**src/rtl/wb_port_arbiter.sv**
```systemverilog
// wb_port_arbiter: shares the register-file write port between pipeline writeback and buffered MDU results
module wb_port_arbiter #(
  parameter int DEPTH        = 2,
  parameter int STARVE_LIMIT = 4
) (
  input  logic        clk,
  input  logic        resetn,
  input  logic        pipe_valid,
  input  logic [4:0]  pipe_rd,
  input  logic [63:0] pipe_data,
  output logic        pipe_stall,
  input  logic        mdu_valid,
  input  logic [4:0]  mdu_rd,
  input  logic [63:0] mdu_data,
  output logic        mdu_ready,
  output logic        rf_we,
  output logic [4:0]  rf_waddr,
  output logic [63:0] rf_wdata
);
  localparam int AW = $clog2(DEPTH);
  localparam int CW = AW + 1;

  logic [4:0]    rdMem   [DEPTH];
  logic [63:0]   dataMem [DEPTH];
  logic [AW-1:0] rdPtr, wrPtr;
  logic [CW-1:0] count;
  logic [3:0]    starveCnt;
  logic          fe, fifoGrant, pipeGrant, enq;

  // grant decision depends only on pipe_valid and registered state, never on mdu_valid
  always_comb begin
    fe         = count != '0;
    fifoGrant  = fe & (!pipe_valid | starveCnt == 4'(STARVE_LIMIT));
    pipeGrant  = pipe_valid & !fifoGrant;
    pipe_stall = pipe_valid & fifoGrant;
    mdu_ready  = count < CW'(DEPTH);
    enq        = mdu_valid & mdu_ready & (mdu_rd != 5'd0);
  end

  // result storage; writes to x0 are dropped before reaching it
  always_ff @(posedge clk) begin
    if (enq) begin
      rdMem[wrPtr]   <= mdu_rd;
      dataMem[wrPtr] <= mdu_data;
    end
  end

  // FIFO pointers and occupancy; pointers wrap naturally since DEPTH is a power of two
  always_ff @(posedge clk or negedge resetn) begin
    if (!resetn) begin
      rdPtr <= '0;
      wrPtr <= '0;
      count <= '0;
    end else begin
      if (enq) wrPtr <= wrPtr + 1'b1;
      if (fifoGrant) rdPtr <= rdPtr + 1'b1;
      if (enq & !fifoGrant) count <= count + CW'(1);
      else if (!enq & fifoGrant) count <= count - CW'(1);
    end
  end

  // counts how long a waiting MDU result has lost to the pipeline, saturating at the limit
  always_ff @(posedge clk or negedge resetn) begin
    if (!resetn) starveCnt <= '0;
    else if (!fe | fifoGrant) starveCnt <= '0;
    else if (pipeGrant & starveCnt != 4'(STARVE_LIMIT)) starveCnt <= starveCnt + 4'd1;
  end

  // registered write port; address and data hold when the port is idle
  always_ff @(posedge clk or negedge resetn) begin
    if (!resetn) begin
      rf_we    <= 1'b0;
      rf_waddr <= '0;
      rf_wdata <= '0;
    end else if (fifoGrant) begin
      rf_we    <= 1'b1;
      rf_waddr <= rdMem[rdPtr];
      rf_wdata <= dataMem[rdPtr];
    end else if (pipeGrant) begin
      rf_we    <= pipe_rd != 5'd0;
      rf_waddr <= pipe_rd;
      rf_wdata <= pipe_data;
    end else begin
      rf_we    <= 1'b0;
    end
  end
endmodule
```
**config.mk**
```make
export PLATFORM = sky130hd
export DESIGN_NAME = wb_port_arbiter
export DESIGN_NICKNAME = d
export VERILOG_FILES = /design/src/rtl/wb_port_arbiter.sv
export SDC_FILE = /design/constraint.sdc
export NUM_CORES = 1
export LEC_CHECK = 0
export ABC_AREA = 1
export ABC_CLOCK_PERIOD_IN_PS = 4400
export CAP_MARGIN = 15
export CORE_ASPECT_RATIO = 2
export CORE_UTILIZATION = 45
export CTS_CLUSTER_SIZE = 24
export DETAILED_ROUTE_END_ITERATION = 10
export GPL_ROUTABILITY_DRIVEN = 0
export PLACE_DENSITY = 0.72
export SLEW_MARGIN = 20
export SYNTH_ARGS = -nofsm -noshare
export SYNTH_HDL_FRONTEND = slang
export SYNTH_SLANG_ARGS = --single-unit
```
**constraint.sdc**
```tcl
create_clock -name clk -period 4.4 [get_ports clk]
set_clock_uncertainty 0.1 [all_clocks]
set_input_delay 0.88 -clock clk [delete_from_list [all_inputs] [get_ports clk]]
set_output_delay 0.88 -clock clk [all_outputs]
set_load 0.01 [all_outputs]
```
### Yosys cells after proc, flatten, opt, wreduce, memory -nomap -nowiden

Memories as Yosys holds them, arrays and structs flattened.
Index checks and enable logic that the tools add are counted.

| operators by class | value |
|---|---|
| add/subtract/negate cells | 5 |
| $lt $le $gt $ge | 1 |
| eq/ne operators | 2 |
| muxes and demuxes | 12 |
| bitwise operators | 10 |
| reduce and logical (&&, ||, !) cells | 10 |

Operator list:

| operator | count |
|---|---|
| two-way mux 64 bit | 2 |
| two-way mux 5 bit | 2 |
| nonzero test 5 bit | 2 |
| bitwise AND 1 bit | 8 |
| two-way mux 4 bit | 2 |
| nonzero test 2 bit | 4 |
| adder 4 x 1 -> 4 bit (second input constant) | 1 |
| equality test 4 x 3 -> 1 bit (second input constant) | 1 |
| logical NOT 1 bit | 4 |
| two-way mux 1 bit | 4 |
| two-way mux 2 bit | 2 |
| inequality test 4 x 3 -> 1 bit (second input constant) | 1 |
| adder 1 bit (second input constant) | 2 |
| adder 2 x 1 -> 2 bit (second input constant) | 1 |
| less-than comparator 2 bit (second input constant) | 1 |
| OR 1 bit | 2 |
| subtractor 2 x 1 -> 2 bit (second input constant) | 1 |

| storage, ports and cells | value |
|---|---|
| bits in registers | 78 |
| bits in writable memories | 138 |
| bits of input ports | 142 |
| output and inout port bits | 72 |
| word-level logic and storage cells | 49 |
| memories | 2 |

Memories:

| name | words | bits a word | rd ports | clocked after memory_dff | wr ports | RTL line | RTL |
|---|---|---|---|---|---|---|---|
| dataMem | 2 | 64 | 1 | 0 | 1 | 24 | `logic [63:0] dataMem [DEPTH];` |
| rdMem | 2 | 5 | 1 | 0 | 1 | 23 | `logic [4:0] rdMem [DEPTH];` |

### Depth between registers and ports, before layout

| depth | value |
|---|---|
| word-level depth | 8 |
| mapped depth | 10 |
| mapped depth without buffers | 9 |

### Worst setup path before layout

No wires, ideal clock.

| timing | value |
|---|---|
| path type | in2reg |
| from | in mdu_rd[3] |
| to | mem dataMem[1][0] (enable) |
| arrival time | 3.974 ns |
| required time | 3.803 ns |
| path slack | -0.170 ns |
| cell stages on the path | 4 |
| buffers on the path | 0 |
| path through | nor3_1 > nand2_1 > nand3_1 > nor2_1 |

| on the way | value |
|---|---|
| cells in the longest elaborated chain, start to end | 4 |

Ends and longest elaborated chain:

| what | RTL line | RTL |
|---|---|---|
| start, declared | 13 | `input logic [4:0] mdu_rd,` |
| nonzero test 5 bit | 37 | `enq = mdu_valid & mdu_ready & (mdu_rd != 5'd0);` |
| bitwise AND 1 bit | 37 |  |
| two-way mux 1 bit | 42 | `if (enq) begin` |
| two-way mux 1 bit (implied by the code) | 44 | `dataMem[wrPtr] <= mdu_data;` |
| end, declared | 24 |  |

No other way between the ends.

### Final worst setup path

| timing | value |
|---|---|
| from | in pipe_valid |
| to | out pipe_stall |

| on the way | value |
|---|---|
| cells in the longest elaborated chain, start to end | 4 |

Ends and longest elaborated chain:

| what | RTL line | RTL |
|---|---|---|
| start, declared | 8 | `input logic pipe_valid,` |
| logical NOT 1 bit | 33 | `fifoGrant = fe & (!pipe_valid \| starveCnt == 4'(STARVE_LIMIT));` |
| OR 1 bit | 33 |  |
| bitwise AND 1 bit | 33 |  |
| bitwise AND 1 bit (*) | 35 | `pipe_stall = pipe_valid & fifoGrant;` |
| end, declared | 11 | `output logic pipe_stall,` |

Mark *: on every way between the ends. The rest lies on a longest branch, timed or not.

==> results.sh <==
export IMPL_status="completed"
export IMPL_synthArstFlopShare=0.361
export IMPL_nets=1410
export IMPL_fin_cells=1548
export IMPL_cts_root_buf="clkbuf_16"
export IMPL_max_stage_delay_ps=560
export IMPL_synth_edf_count=138
export IMPL_dp_cells=1513
export IMPL_wl_per_cell_um=15.5
export IMPL_groute_usage_overall=0.223
export IMPL_drc_errors=0
export IMPL_synthMuxAreaShare=0
export IMPL_fin_crit_sh=0.728
export IMPL_die_area_um2=22200
export IMPL_cts_htree_levels=1
export IMPL_vias_per_cell=4.75
export IMPL_yosys_area_top_type="edfxtp_1"
export IMPL_cts_sinks=216
export IMPL_synth_top_family_by_area="simple AND/OR/NAND/NOR gates"
export IMPL_vdd_drop_max_mv=0.490
export IMPL_synthSimpleGateAreaFrac=0.249
export IMPL_cts_tree="built"
export IMPL_grt_pass1_vias=7542
export IMPL_dieWidth_um=106
export IMPL_antenna_found_initial=1
export IMPL_cts_setup_buffers=0
export IMPL_setup_viol=0
export IMPL_setup_tns_ps=0
export IMPL_die_h_um=210
export IMPL_path_cells="clkdlybuf4s50_1 -> inv_1 -> nor2_1 -> clkdlybuf4s50_1"
export IMPL_syn_avg_cell_area_um2=9.05
export IMPL_hpwl_um=15500
export IMPL_period_needed_ps=3200
export IMPL_drtIter0Drc=343
export IMPL_ys_warn_count=0
export IMPL_portBuffers=213
export IMPL_finalPower_mw=7.69
export IMPL_synthesis_area_um2=9690
export IMPL_vias=7350
export IMPL_rsz0062_at_grt="no"
export IMPL_numCtsBuffers=19
export IMPL_routed_wl_met3_um=1000
export IMPL_hold_path_class="input pin to asynchronous set/reset pin"
export IMPL_initial_utilization=0.461
export IMPL_fmax_mhz=312
export IMPL_path_clk_slew_ps=60
export IMPL_cp_arrival_ps=2220
export IMPL_synth_seq_cells=216
export IMPL_synth_top_area_share=0.428
export IMPL_critPathSlowestCell="clkdlybuf4s50_1"
export IMPL_power_density_nw_per_um2=606
export IMPL_worstMarginPinSlew_ps=1020
export IMPL_core_um2=21000
export IMPL_cts_resized=0
export IMPL_placed_cell_area_um2=12000
export IMPL_route_met2_wl_um=13800
export IMPL_whs_ps=366
export IMPL_slew_headroom=0.321
export IMPL_hold_viol_final=0
export IMPL_first_pass_iters=5
export IMPL_critPathLaunchType="input pin"
export IMPL_drive_gt1_frac=0.0493
export IMPL_wl_met1_um=8420
export IMPL_slew_viol_final=0
export IMPL_grt_start_max_net_pins=72
export IMPL_synthCells=1070
export IMPL_setup_ws_ps=1200
export IMPL_rows=75
export IMPL_cts_buffer_depth=3
export IMPL_postLayoutCellArea_um2=12700
export IMPL_grt_overflow=0
export IMPL_wl_um=24000
export IMPL_postRouteAntennaNets=0
export IMPL_worstSetupEndpointType="output pin"
export IMPL_synthToLayoutAreaGrowth_pct=30.8
export IMPL_ios=214
export IMPL_synth_area_leaders="edfxtp_1, dfrtp_1, nand2_1"
export IMPL_top_layer="met4"
export IMPL_p_leak_nw=6.09
export IMPL_ys_types=21
export IMPL_cp_max_fo=3
export IMPL_drv_cap=0
export IMPL_grt_pass1_wl_um=38200
export IMPL_place_ws_ps=1070
export IMPL_synth_xor_area_share=0.00452
export IMPL_hold_buffers=0
export IMPL_critical_path_class="input pin to output pin"
export IMPL_ys_seq_area_frac=0.629
export IMPL_synthAdderAreaFrac=0.00387
export IMPL_utilization=0.603
export IMPL_insertion_delay_ps=490
export IMPL_synth_ff_type="edfxtp_1"
export IMPL_synth_compound_area_frac=0.00103
export IMPL_crit_required_ps=3420
export IMPL_synth_fp_nets=1215
export IMPL_path_common_cell="clkdlybuf4s50_1"
[kinds of logic after synthesis]
family | after synthesis
AO/OA/AOI/OAI | 2
XOR/XNOR | 5
adder cells (fa/ha/maj) | 3
buffers and inverters | 269
flip-flops | 216
AND/OR/NAND/NOR | 575
[placed cells by master, fill, tap and decap left out, types with 2 or more instances in the layout]
cell type / instances
clkbuf_8: 2
clkdlybuf4s50_1: 212
nand3_1: 132
nor2_1: 8
ha_1: 3
nand2_1: 417
nand4_1: 2
nand3_2: 10
clkbuf_16: 19
nand2_4: 2
bufinv_16: 4
clkbuf_1: 2
edfxtp_1: 138
buf_4: 11
clkinv_1: 2
inv_2: 4
dfrtp_1: 77
inv_1: 214
xnor2_1: 2
clkinv_2: 4
xor2_1: 3
[where the power goes]
group          internal, mW  switching, mW
clock                  1.07          0.731
sequential             2.78          0.256
combinational          1.19           1.66
[flip-flops by register name (all words and copies together), names as in the netlist]
register / cells
count: 2
rf_waddr: 5
wrPtr: 1
starveCnt: 4
rf_we: 1
rf_wdata: 64
rdPtr: 1
dataMem: 128
rdMem: 10
[synthesized netlist by cell type (4+ instances only)]
| library cell | count |
|---|---|
| edfxtp_1 | 138 |
| nand3_1 | 132 |
| inv_1 | 215 |
| clkbuf_1 | 4 |
| buf_4 | 4 |
| buf_2 | 40 |
| inv_2 | 4 |
| nor2_1 | 9 |
| dfrtp_1 | 78 |
| nand3_2 | 11 |
| nand2_1 | 417 |
[layer usage]
metal / track usage / vias to the layer above
met3: 0.0261 / 47
met5: 0 / -
met4: 0.0900 / 0
met2: 0.450 / 215
li1: - / 3651
met1: 0.224 / 3437
[critical path: cells and delay by family]
family,cells,cell delay [ps]
buf+inv,3,1210
simple gates,1,120
[path summary, 6_finish.rpt]
path,from,end,slack (ps),depth (start not counted)
setup reg to reg,starveCnt[0],count[1],1890,10
hold / removal,resetn,rf_wdata[36],370,1
setup / recovery,pipe_valid,pipe_stall,1200,4
hold reg to reg,rf_wdata[22],rf_wdata[22],380,2
min in group clk,rf_wdata[22],rf_wdata[22],380,2
max in group asynchronous,resetn,rf_wdata[51],2990,2
[area by class of cell]
class / instances / area [um^2]
Antenna cell: 1 / 2.50
Clock buffer: 23 / 510
Fill cell: 1789 / 8340
Tap cell: 269 / 337
Clock inverter: 11 / 159
Sequential cell: 216 / 6100
Inverter: 219 / 823
Multi-Input combinational cell: 585 / 2520
Timing Repair Buffer: 224 / 2220
(Power assumes the default switching activity.)
